<file path="src/rtl/alu_if.sv">
// Operand/control bundle for the WideWord SIMD ALU.
// master drives operands and controls; slave (the ALU) returns the registered result.
interface alu_if;
  logic [0:127] reg_A;
  logic [0:127] reg_B;
  logic [0:2]   ctrl_ppp;
  logic [0:1]   ctrl_ww;
  logic [0:4]   alu_op;
  logic [0:127] result;

  modport master (
    output reg_A,
    output reg_B,
    output ctrl_ppp,
    output ctrl_ww,
    output alu_op,
    input  result
  );

  modport slave (
    input  reg_A,
    input  reg_B,
    input  ctrl_ppp,
    input  ctrl_ww,
    input  alu_op,
    output result
  );
endinterface

</file>
<file path="src/rtl/alu.sv">
// Registered 128-bit lane-parallel SIMD ALU (8/16/32/64-bit lanes, lane masking).
// Optional shifter built only when ALU_SHIFT_EN is defined; otherwise shift opcodes yield 0.
module alu (
  input  logic  clk,
  input  logic  reset,
  alu_if.slave  bus
);

  typedef enum logic [4:0] {
    ALUWADD = 5'b00000,
    ALUWSUB = 5'b00001,
    ALUWAND = 5'b00010,
    ALUWOR  = 5'b00011,
    ALUWXOR = 5'b00100,
    ALUWNOT = 5'b00101,
    ALUWMV  = 5'b00110,
    ALUWSLL = 5'b00111,
    ALUWSRL = 5'b01000,
    ALUWSRA = 5'b01001
  } alu_op_e;

  typedef enum logic [2:0] {
    PPP_AA = 3'b000,
    PPP_UU = 3'b001,
    PPP_DD = 3'b010,
    PPP_EE = 3'b011,
    PPP_OO = 3'b100
  } ppp_e;

  // Ports are big-endian ([0:127], bit 0 = MSB); plain assignment keeps the MSB on
  // bit 127 of these descending copies, so lane 0 sits at the top of each vector.
  logic [127:0] a;
  logic [127:0] b;
  logic [4:0]   op;
  logic [2:0]   ppp;
  logic [1:0]   ww;

  assign a   = bus.reg_A;
  assign b   = bus.reg_B;
  assign op  = bus.alu_op;
  assign ppp = bus.ctrl_ppp;
  assign ww  = bus.ctrl_ww;

  // One full-width candidate result and lane mask per lane width; ctrl_ww picks one.
  logic [3:0][127:0] res_w;
  logic [3:0][127:0] mask_w;

  for (genvar gw = 0; gw < 4; gw++) begin : g_width
    localparam int W  = 8 << gw;
    localparam int N  = 128 / W;
`ifdef ALU_SHIFT_EN
    localparam int SW = $clog2(W);
`endif

    for (genvar gi = 0; gi < N; gi++) begin : g_lane
      localparam int HI = 127 - gi * W;

      logic [W-1:0] la;
      logic [W-1:0] lb;
      logic [W-1:0] lr;
      logic         lane_on;

      assign la = a[HI -: W];
      assign lb = b[HI -: W];

      // Each lane is its own W-bit datapath, so carries and shifted-out bits stay inside it.
      always_comb begin
        lr = '0;
        case (op)
          ALUWADD: lr = la + lb;
          ALUWSUB: lr = la - lb;
          ALUWAND: lr = la & lb;
          ALUWOR:  lr = la | lb;
          ALUWXOR: lr = la ^ lb;
          ALUWNOT: lr = ~la;
          ALUWMV:  lr = la;
`ifdef ALU_SHIFT_EN
          ALUWSLL: lr = la << lb[SW-1:0];
          ALUWSRL: lr = la >> lb[SW-1:0];
          ALUWSRA: lr = $unsigned($signed(la) >>> lb[SW-1:0]);
`endif
          default: lr = '0;
        endcase
      end

      always_comb begin
        lane_on = 1'b0;
        case (ppp)
          PPP_AA:  lane_on = 1'b1;
          PPP_UU:  lane_on = (gi < N / 2);
          PPP_DD:  lane_on = (gi >= N / 2);
          PPP_EE:  lane_on = (gi % 2 == 0);
          PPP_OO:  lane_on = (gi % 2 == 1);
          default: lane_on = 1'b0;
        endcase
      end

      assign res_w[gw][HI -: W]  = lr;
      assign mask_w[gw][HI -: W] = {W{lane_on}};
    end
  end

  logic [127:0] result_next;
  logic [127:0] result_reg;

  assign result_next = res_w[ww] & mask_w[ww];

  always_ff @(posedge clk or posedge reset) begin
    if (reset) begin
      result_reg <= '0;
    end else begin
      result_reg <= result_next;
    end
  end

  assign bus.result = result_reg;

endmodule

</file>
<file path="src/flat_wrapper.sv">
// flat-port wrapper written by rule: the top's interface ports become plain ports
module alu_flat 
  (clk, reset, bus_reg_A, bus_reg_B, bus_ctrl_ppp, bus_ctrl_ww, bus_alu_op, bus_result);
  alu_if bus_i ();
  input  logic clk;
  input  logic reset;
  input wire logic [$bits(bus_i.reg_A)-1:0] bus_reg_A;
  input wire logic [$bits(bus_i.reg_B)-1:0] bus_reg_B;
  input wire logic [$bits(bus_i.ctrl_ppp)-1:0] bus_ctrl_ppp;
  input wire logic [$bits(bus_i.ctrl_ww)-1:0] bus_ctrl_ww;
  input wire logic [$bits(bus_i.alu_op)-1:0] bus_alu_op;
  output wire logic [$bits(bus_i.result)-1:0] bus_result;
  assign bus_i.reg_A = bus_reg_A;
  assign bus_i.reg_B = bus_reg_B;
  assign bus_i.ctrl_ppp = bus_ctrl_ppp;
  assign bus_i.ctrl_ww = bus_ctrl_ww;
  assign bus_i.alu_op = bus_alu_op;
  assign bus_result = bus_i.result;
  alu u_core (.clk(clk), .reset(reset), .bus(bus_i));
endmodule
</file>
<file path="config.mk">
export PLATFORM = sky130hd
export DESIGN_NAME = alu_flat
export DESIGN_NICKNAME = d
export VERILOG_FILES = /design/src/rtl/alu_if.sv /design/src/rtl/alu.sv /design/src/flat_wrapper.sv
export SDC_FILE = /design/constraint.sdc
export NUM_CORES = 2
export LEC_CHECK = 0
export BUFFER_PORTS_ARGS = -buffer_cell sky130_fd_sc_hd__buf_2
export CAP_MARGIN = 20
export CORE_MARGIN = 5
export CORE_UTILIZATION = 45
export DETAILED_ROUTE_END_ITERATION = 7
export PLACE_DENSITY_LB_ADDON = 0.1
export SLEW_MARGIN = 40
export SYNTH_ARGS = -nofsm -noshare
export SYNTH_HDL_FRONTEND = slang
export SYNTH_SLANG_ARGS = --single-unit
</file>
<file path="constraint.sdc">
create_clock -name clk -period 4 [get_ports clk]
set_input_delay 0 -clock clk [delete_from_list [all_inputs] [get_ports clk]]
set_output_delay 0 -clock clk [all_outputs]
set_load 0.1 [all_outputs]
</file>
==> metrics <==
initial antenna violation count=22; vias per cell=5.87; Required @ worst endpoint=4.37 ns; fin util=0.628; commonest non-fill, non-tap cell in the layout=buf_4; via count=43341; Setup WS pre-CTS=-0.911 ns; Placement Cell Area=roughly 46000 um2; max reg flops=between 100 and 150; outcome=complete, but fails checks; cell area after synthesis=around 35000 um2; RSZ-0062 raised after global routing=yes; Sink Count=around 130; core box area=~77000 um2; max_slew headroom=0.452; drt initial violations=approximately 3700; warnings from Yosys=0; post-synth net total=5813; Root Buffer=clkbuf_16; Clock Path Buffers=2; RePlAce Congestion=~1.1; DIE HEIGHT=about 290 um; VDD IR max=about 0.00022 V; count of final hold-check violations=0; routed wire length=around 170000 um; synth top area cells=ha_1 (21%), xnor2_1 (11%), dfrtp_1 (9.2%); Power Density=200 nW/um2; remaining antenna violation count=0; CP endpoint kind=flop; Yosys top cell by area=ha_1; Syn Area/Cell=roughly 7 um2; CP Max Fanout=4; Initial Utilization=0.451; share of layout cells above drive strength 1=0.282; port bufs=around 400; fin crit period=4.03 ns; #FFs+latches synth=128; Pleak=about 24 nW; EDFF count, synth=0; drt drc=0; ys async rst share=1.00; gr ovfl total=0; f_max=between 200 and 250 MHz; WHS=about 0.040 ns; ys flop type=dfrtp_1; GRT Total Usage=0.386; I/O pin count=roughly 400; routed len/inst=22.7 um; Least-Margin Pin Slew=between 0.8 and 0.9 ns; H-tree Lvls=4; Final Setup Violations=2; share of the synthesized area in the top cell type=0.207; Clock transition at path regs=about 0.07 ns; vias in the first global route=between 40000 and 50000; crit path kind=primary input to flop; final instance area=48400 um2; CP Launch Type=primary input; TritonRoute pass-1 iters=6; largest net degree at the start of global routing=between 70 and 80; Final Net Count=7174; fin crit share=1.01; overall power=between 9 and 10 mW; violated checks=negative setup slack; most frequent cells in the layout=buf_4 (1082), ha_1 (566), nor2_1 (533); worst setup margin=-0.0274 ns; first-pass GRT wire length=around 250000 um; Synth cell types=86; HPWL after DPL=around 130000 um; TritonCTS clock tree=yes; chip width=288 um; Seq/Total Area, Yosys=0.0921; Slew Limit Fails=0; cell count after synthesis=about 5000; FP Rows=roughly 100; Arr. time, crit path=4.40 ns; CTS buffer count=17; die area=82900 um2; Area Growth Syn to Fin=39.2%; worst min path class=primary input to flop; Max-Cap Viols=0
[stage by stage]
stage          TNS, ns  cells
3_5_place_dp    -36.29   7236
3_3_place_gp    -35.09   7232
4_1_cts        -0.0152   7332
6_report       -0.0313   7383
5_1_grt          -1.32   7376
2_1_floorplan    -1.73   4953
[routing by layer]
layer	track usage	wire length (um)	part of all wire
met1	0.498	69100	0.41
met2	0.624	74700	0.44
met3	0.0599	13900	0.083
met4	0.198	10100	0.060
met5	0	62	0.00037
[where the power goes]
part	leakage (nW)	internal, mW	total (mW)	switching (mW)
logic	21.7	2.92	6.54	3.62
clock network	0.303	1.01	1.84	0.830
registers	1.78	1.31	1.33	0.0116
[kinds of logic after synthesis]
group                    share of synthesized area
AO/OA/AOI/OAI                                0.293
AND/OR/NAND/NOR                              0.196
adder cells (fa/ha/maj)                      0.216
buffers and inverters                       0.0627
XOR/XNOR                                     0.134
flip-flops                                  0.0921
multiplexers                               0.00594
[critical path: stages]
cell and delay, ns:
buf_8 0.10, nor3_4 0.19, nand4_1 0.19, or3_4 0.44, or3_4 0.35, or4_4 0.44, or3_4 0.44, nand2_2 0.11
xnor2_2 0.10, ha_1 0.25, and2_4 0.17, and3_4 0.18, and2_4 0.15, a31o_4 0.22, a311o_1 0.46, nand3b_1 0.14
o21ai_1 0.08, a221oi_1 0.27, o22ai_1 0.12
[timing repair]
action,CTS,global route
hold buffers,62,0
setup endpoints to repair,27,64
hold endpoints to repair,118,0
gates resized for setup,28,261
cloned,0,1
pin swaps,10,117
buffers inserted,2,34
[path summary, 6_finish.rpt]
path,start,end,slack [ns],depth (start not counted)
setup / recovery,bus_reg_B[36],u_core.bus.result[64]$_DFF_PP0_,-0.03,19
hold / removal,bus_reg_A[20],u_core.bus.result[107]$_DFF_PP0_,0.04,5
max in group asynchronous,reset,u_core.bus.result[25]$_DFF_PP0_,2.96,4
min in group asynchronous,reset,u_core.bus.result[91]$_DFF_PP0_,0.12,3
[final cells by class]
type	instances	area (um2)
clock inverter	14	180
antenna	16	40.0
clock buffer	18	439
inverter	349	1320
multi-input combinational	4246	30600
sequential	128	3200
tap	1040	1300
fill	7436	28700
timing repair buffer	1572	11300
[cell usage after synthesis (34+ instances only)]
cell      count
a21o_1      137
ha_1        576
nor2_1      548
or3_1        35
o211ai_1     94
and3_1       44
xor2_1       97
o21bai_1     37
a221oi_1    116
nand3_1      79
xnor2_1     434
clkbuf_1    188
nor3_1       82
a31oi_1      94
o21ai_0     296
dfrtp_1     128
nand2_1     433
nand4_1      51
nand2b_1     60
buf_1        41
o31ai_1      34
nor2b_1      61
a21oi_1     524
inv_1       341
Note: power is estimated with default switching activity, not from simulation.
